**src/rtl/pipe_stage_elastic.sv**
```systemverilog
// Elastic inter-stage pipeline buffer.
// Holds DEPTH {halt, data} entries in order and tracks a sticky HALT.
module pipe_stage_elastic #(
    parameter int WIDTH          = 32,
    parameter int DEPTH          = 2,
    parameter bit PASSTHRU_READY = 1'b0,
    parameter bit ZERO_BUBBLE    = 1'b1
) (
    input  logic                         CLK,
    input  logic                         RST,
    input  logic                         in_valid,
    output logic                         in_ready,
    input  logic [WIDTH-1:0]             in_data,
    input  logic                         in_halt,
    input  logic                         flush,
    output logic                         out_valid,
    input  logic                         out_ready,
    output logic [WIDTH-1:0]             out_data,
    output logic                         out_halt,
    output logic [$clog2(DEPTH+1)-1:0]   count,
    output logic                         halted
);

    localparam int CW = $clog2(DEPTH + 1);
    localparam int PW = (DEPTH > 1) ? $clog2(DEPTH) : 1;
    localparam logic [CW-1:0] FULL = CW'(DEPTH);
    localparam logic [PW-1:0] LAST = PW'(DEPTH - 1);

    if (DEPTH < 1 || DEPTH > 8) begin : g_depth_chk
        $fatal(1, "pipe_stage_elastic: DEPTH must be 1..8");
    end

    logic [WIDTH:0]  mem_q [DEPTH];
    logic [PW-1:0]   rd_ptr_q, rd_ptr_d;
    logic [PW-1:0]   wr_ptr_q, wr_ptr_d;
    logic [CW-1:0]   count_q, count_d;
    logic            halted_q, halted_d;
    logic            push, pop;
    logic [WIDTH:0]  head;

    // Pointers wrap explicitly so non-power-of-2 depths work.
    function automatic logic [PW-1:0] nxt(input logic [PW-1:0] p);
        return (p == LAST) ? '0 : p + 1'b1;
    endfunction

    always_comb begin
        in_ready = !halted_q && !flush &&
                   ((count_q < FULL) ||
                    (PASSTHRU_READY && (count_q == FULL) && out_ready));
        out_valid = (count_q != '0);
        head      = mem_q[rd_ptr_q];
        if (ZERO_BUBBLE && !out_valid) begin
            out_data = '0;
            out_halt = 1'b0;
        end else begin
            out_data = head[WIDTH-1:0];
            out_halt = head[WIDTH];
        end
        count  = count_q;
        halted = halted_q;
        push   = in_valid && in_ready;
        pop    = out_valid && out_ready;
    end

    always_comb begin
        rd_ptr_d = rd_ptr_q;
        wr_ptr_d = wr_ptr_q;
        count_d  = count_q;
        halted_d = halted_q;
        if (flush) begin
            rd_ptr_d = '0;
            wr_ptr_d = '0;
            count_d  = '0;
            halted_d = 1'b0;
        end else begin
            if (pop) begin
                rd_ptr_d = nxt(rd_ptr_q);
            end
            if (push) begin
                wr_ptr_d = nxt(wr_ptr_q);
                if (in_halt) begin
                    halted_d = 1'b1;
                end
            end
            if (push && !pop) begin
                count_d = count_q + 1'b1;
            end else if (pop && !push) begin
                count_d = count_q - 1'b1;
            end
        end
    end

    always_ff @(posedge CLK) begin
        if (RST) begin
            rd_ptr_q <= '0;
            wr_ptr_q <= '0;
            count_q  <= '0;
            halted_q <= 1'b0;
        end else begin
            rd_ptr_q <= rd_ptr_d;
            wr_ptr_q <= wr_ptr_d;
            count_q  <= count_d;
            halted_q <= halted_d;
        end
    end

    // Payload storage needs no reset; push already excludes flush.
    always_ff @(posedge CLK) begin
        if (push && !RST) begin
            mem_q[wr_ptr_q] <= {in_halt, in_data};
        end
    end

endmodule

```
**config.mk**
```make
export PLATFORM = sky130hd
export DESIGN_NAME = pipe_stage_elastic
export DESIGN_NICKNAME = d
export VERILOG_FILES = /design/src/rtl/pipe_stage_elastic.sv
export SDC_FILE = /design/constraint.sdc
export NUM_CORES = 1
export LEC_CHECK = 0
export ABC_CLOCK_PERIOD_IN_PS = 4050
export CAP_MARGIN = 20
export CORE_MARGIN = 2
export CORE_UTILIZATION = 30
export DETAILED_ROUTE_END_ITERATION = 8
export PLACE_DENSITY = 0.56
export SETUP_SLACK_MARGIN = 0.3
export SLEW_MARGIN = 20
export SYNTH_ARGS = -nofsm -noshare
export SYNTH_HDL_FRONTEND = slang
export SYNTH_SLANG_ARGS = --single-unit
```
**constraint.sdc**
```tcl
create_clock -name CLK -period 4.05 [get_ports CLK]
set_clock_uncertainty 0.15 [all_clocks]
set_input_delay 0.405 -clock CLK [delete_from_list [all_inputs] [get_ports CLK]]
set_output_delay 0.405 -clock CLK [all_outputs]
set_load 0.005 [all_outputs]
```
Word-level counts from Yosys, hierarchy flattened. Memories as Yosys holds them, arrays and structs flattened. A register that Yosys moved wholly into a read port is not among the register bits. Cells that the tools add are included.

Reduce and logical (&&, ||, !) cells: 16. Add/sub/neg operators: 4. $lt $le $gt $ge: 1. Mux-type cells: 10.

Operators with widths (count): $mux 32 (1); $logic_and 1x1->1 (7); $mux 1 (7); $logic_not 1->1 (5); $mux 2 (2); $reduce_bool 2->1 (2); $add 1x1->1 const B (2); $add 2x1->2 const B (1); $lt 2x2->1 const B (1); $reduce_and 2->1 (1); $reduce_or 2->1 (1); $sub 2x1->2 const B (1).

Word-level logic and storage cells: 36. Input bits: 38. Memories: 1. Flip-flop bits (word level): 5. Output and inout port bits: 38. RAM bits: 66.

Memory list: mem_q (depth 2, bits a word 33, read ports 1, clocked after Yosys merged registers in 1, wr ports 1, RTL line 33) `logic [WIDTH:0] mem_q [DEPTH];`.

Longest topological paths before layout.
Depth after elaboration: 8. Gate-level depth with buffers: 7. Depth with buffers taken out: 7.

Least setup slack after synthesis. No wires, ideal clock.

Path kind: input-to-reg. From: input port flush. To: memory mem_q[1][0] in the netlist's numbering (enable). Path buffers: 0. Setup time: 0.471 ns. Arrival: 3.228 ns. Stages on the path: 3. Setup slack: 0.200 ns. Data required time: 3.429 ns. Cell sequence: nor3_1 -> nand2_1 -> nor3b_1.

Word-level cells in the longest chain between the ends: 7.

RTL lines: from (decl) (RTL line 15) `input logic flush,`; $logic_not 1->1 (RTL line 47) `in_ready = !halted_q && !flush &&`; $logic_and 1x1->1 (2 in series) (RTL line 47); $logic_and 1x1->1 (RTL line 61) `push = in_valid && in_ready;`; $logic_and 1x1->1 (RTL line 109) `if (push && !RST) begin`; $mux 1 (RTL line 109); $mux 1 (not written as such) (RTL line 110) `mem_q[wr_ptr_q] <= {in_halt, in_data};`; to (decl) (RTL line 33).

No other way between the ends.

Worst setup path in the final report.
From: register count_q[1], in the netlist count[1]. To: output port out_data[29].

Word-level cells in the longest chain between the ends: 2.

RTL lines: from (decl) (RTL line 36) `logic [CW-1:0] count_q, count_d;`; from (signal assigned) (RTL line 102) `count_q <= count_d;`; $reduce_bool 2->1 (RTL line 50) `out_valid = (count_q != '0);`; $mux 32 (RTL line 52) `if (ZERO_BUBBLE && !out_valid) begin`; to (decl) (RTL line 18) `output logic [WIDTH-1:0] out_data,`.

No other way between the ends.

==> results.cfg <==
[final_layout]
fillers = 832
area_delta_synth_final_pct = 37.94
final_area_um2 = 3799
nNetsFinal = 289
drive_gt1_share_pct = 8.627
antenna_cells = 0

[power]
p_per_area_nw_per_um2 = 381.0
leakage_uw = 0.001203
max-vdd-ir-drop_mv = 0.1753

[synthesis]
yosys.area.top_type = edfxtp_1
netlist_area_um2 = 2754
synthCells = 170
synth_warnings = 0
ys_top_cells_by_count = edfxtp_1 (66), nor2_1 (34), mux2i_1 (33)
synth_area_leaders = edfxtp_1 (72%), mux2i_1 (12%), nor2_1 (4.6%), dfxtp_1 (4.4%), nor3_1 (1.3%)
synth_edf_count = 66
syn_area_per_cell_um2 = 16.20
synth.net_count = 209
ys_types = 18
async_flop_share_pct = 0
ys_ff_latch = 72
synth.most_common_cell = edfxtp_1
ys_seq_area_share_pct = 76.33
post-synth-top-area-fraction_pct = 71.97
synth_flop_cell = edfxtp_1

[worst_setup_path]
path_class = reg -> out
required_ps = 3490
crit_path_top_delay_cell = nor2_4
setup.worst_path.start_class = flip-flop
crit_arrival_ps = 2000
cp_max_fo = 34
crit_start = count[1]
rrSetupSlack_ps = 2090
rr_startpoint = count[1]
end_kind = output pin
cp_top_family = simple AND/OR/NAND/NOR gates
crit_buf_inv = 1
cp_cell_sequence = nor2_4 -> nor2_1 -> clkdlybuf4s50_1
cpPeakStageDelay_ps = 620

[placement]
placed_cell_area_um2 = 3633
numPortBuffers = 75
dp_hpwl_um = 2936
gp_congestion = 0.7701

[clocking]
cts_buffer_depth = 2
cts_buffers = 9
root_buffer = clkbuf_8
cts_tree = done
path_clk_slew_ps = 70
post_cts_buffers = 0
post_cts_resized = 0
htreeDepth = 3
clk_latency_ps = 340
numClockSinks = 72
cts_hold_buf = 0

[global_routing]
track_usage_pct = 10.25
use_met1_pct = 11.72
antenna_found_initial = 0
top_usage_layer = met2
use_met2_pct = 17.00
grt_pass1_wl_um = 7514
grt_max_degree = 35
grt-ovfl-total = 0
grt_pass1_vias = 1573
met3_usage_pct = 3.552

[drt]
post_drt_wl_per_cell_um = 13.04
num_vias = 1579
initialDrtViolationCount = 88
drc_errors = 0
wirelength_um = 4734
first_pass_iters = 4
drtAntennaViolNets = 0
viasPerCell = 4.350

[timing]
min_period_ps = 2560
finalCritPeriodShare_pct = 63.21
finalSetupViolations = 0
tns_ps = 0
fmax_mhz = 390.6
timing_hold_violations_final = 0
worst_pin_slew_ps = 758.6
rsz0062_at_grt = false
drv_slew = 0
timing.slew.headroom_pct = 49.31

[min_path]
hp-class = reg -> reg
holdCritStartpoint = halted

[die]
design.die.area_um2 = 9962
ioPinCount = 76
start_util_pct = 31.27
fp-row-count = 34
core-area_um2 = 8806
die_x_um = 99.81
die_y_um = 99.81

[flow_run]
cap_violations = 0

[status]
status = completed
==> path summary, 6_finish.rpt <==
path	to	cells after the start
setup reg to reg	count[1]	6
setup / recovery	out_data[29]	3
hold / removal	halted	2
hold reg to reg	halted	2
==> logic make-up after synthesis <==
logic type	Yosys count	synth area share (%)
and+or+nand+nor	45	6.815
DFF	72	76.33
adders and majority gates	1	0.4543
buffers and inverters	11	2.090
muxes	33	11.99
AOI/OAI and AO/OA	4	1.045
xor gates and xnor gates	4	1.272
==> tightest hold or removal path, stage by stage, from the launching register on <==
cell	delay, ps
dfxtp_1	370
a31oi_1	60
nor3_1	110
==> registers in the layout, summed over array words and instances, names as in the netlist, named ones only <==
name,count
count,2
halted,1
mem_q,66
rd_ptr_q,1
wr_ptr_q,1
==> cell type report <==
cell class / instances / area [um^2] / share of cell area [%]
inverters: 3 / 11.26 / 0.2964
well taps: 108 / 135.1 / 3.557
multi-input cells: 87 / 618.1 / 16.27
flip-flops and latches: 72 / 2106 / 55.43
clock buffers: 9 / 123.9 / 3.261
repair buffers: 77 / 765.7 / 20.16
clock inverters: 7 / 38.79 / 1.021
==> placed cells by master (no fill, tap or decap) <==
cell,netlist,routed
dfxtp_4,0,1
ha_1,1,1
clkinv_1,0,1
nand2_1,1,1
o21ai_0,2,2
buf_4,3,2
edfxtp_1,66,66
xnor2_1,1,1
nor3b_1,2,1
nor3_2,0,1
xor2_1,3,3
nor3b_4,0,1
nor2_1,34,33
dfxtp_1,6,5
inv_1,3,3
mux2i_1,33,33
or3_1,1,1
clkdlybuf4s50_1,0,75
nor3_1,7,6
a31oi_1,1,1
clkbuf_8,0,9
a211oi_2,1,1
clkinvlp_4,0,2
clkinv_2,0,4
nor2_4,0,1
==> routing by layer <==
| layer | up-vias | routed length (um) |
|---|---|---|
| met5 | - | 0 |
| met4 | 0 | 60 |
| li1 | 786 | - |
| met3 | 6 | 256 |
| met1 | 739 | 2055 |
| met2 | 48 | 2362 |
==> where the power goes <==
| group | switching (uW) | leakage [uW] | total (uW) | internal (uW) |
|---|---|---|---|---|
| Sequential | 10.0 | 0.000648 | 838 | 828 |
| Clock | 251 | 0.0000822 | 466 | 215 |
| Combinational | 55.4 | 0.000473 | 144 | 88.3 |
| Total | 316 | 0.00120 | 1450 | 1130 |
==> per-stage QoR <==
stage	hold slack, ps	cells	worst slack, ps	power [uW]	utilization [%]
after floorplan	328.0	170	382.6	905.6	-
after global placement	417.3	347	1540	1001	41.26
after detailed placement	407.4	347	1532	1003	41.26
after CTS	428.3	363	1147	1473	43.11
after global routing	466.9	363	1275	1523	43.14
final	428.1	363	1490	1447	43.14
Note: power is estimated with default switching activity, not from simulation.
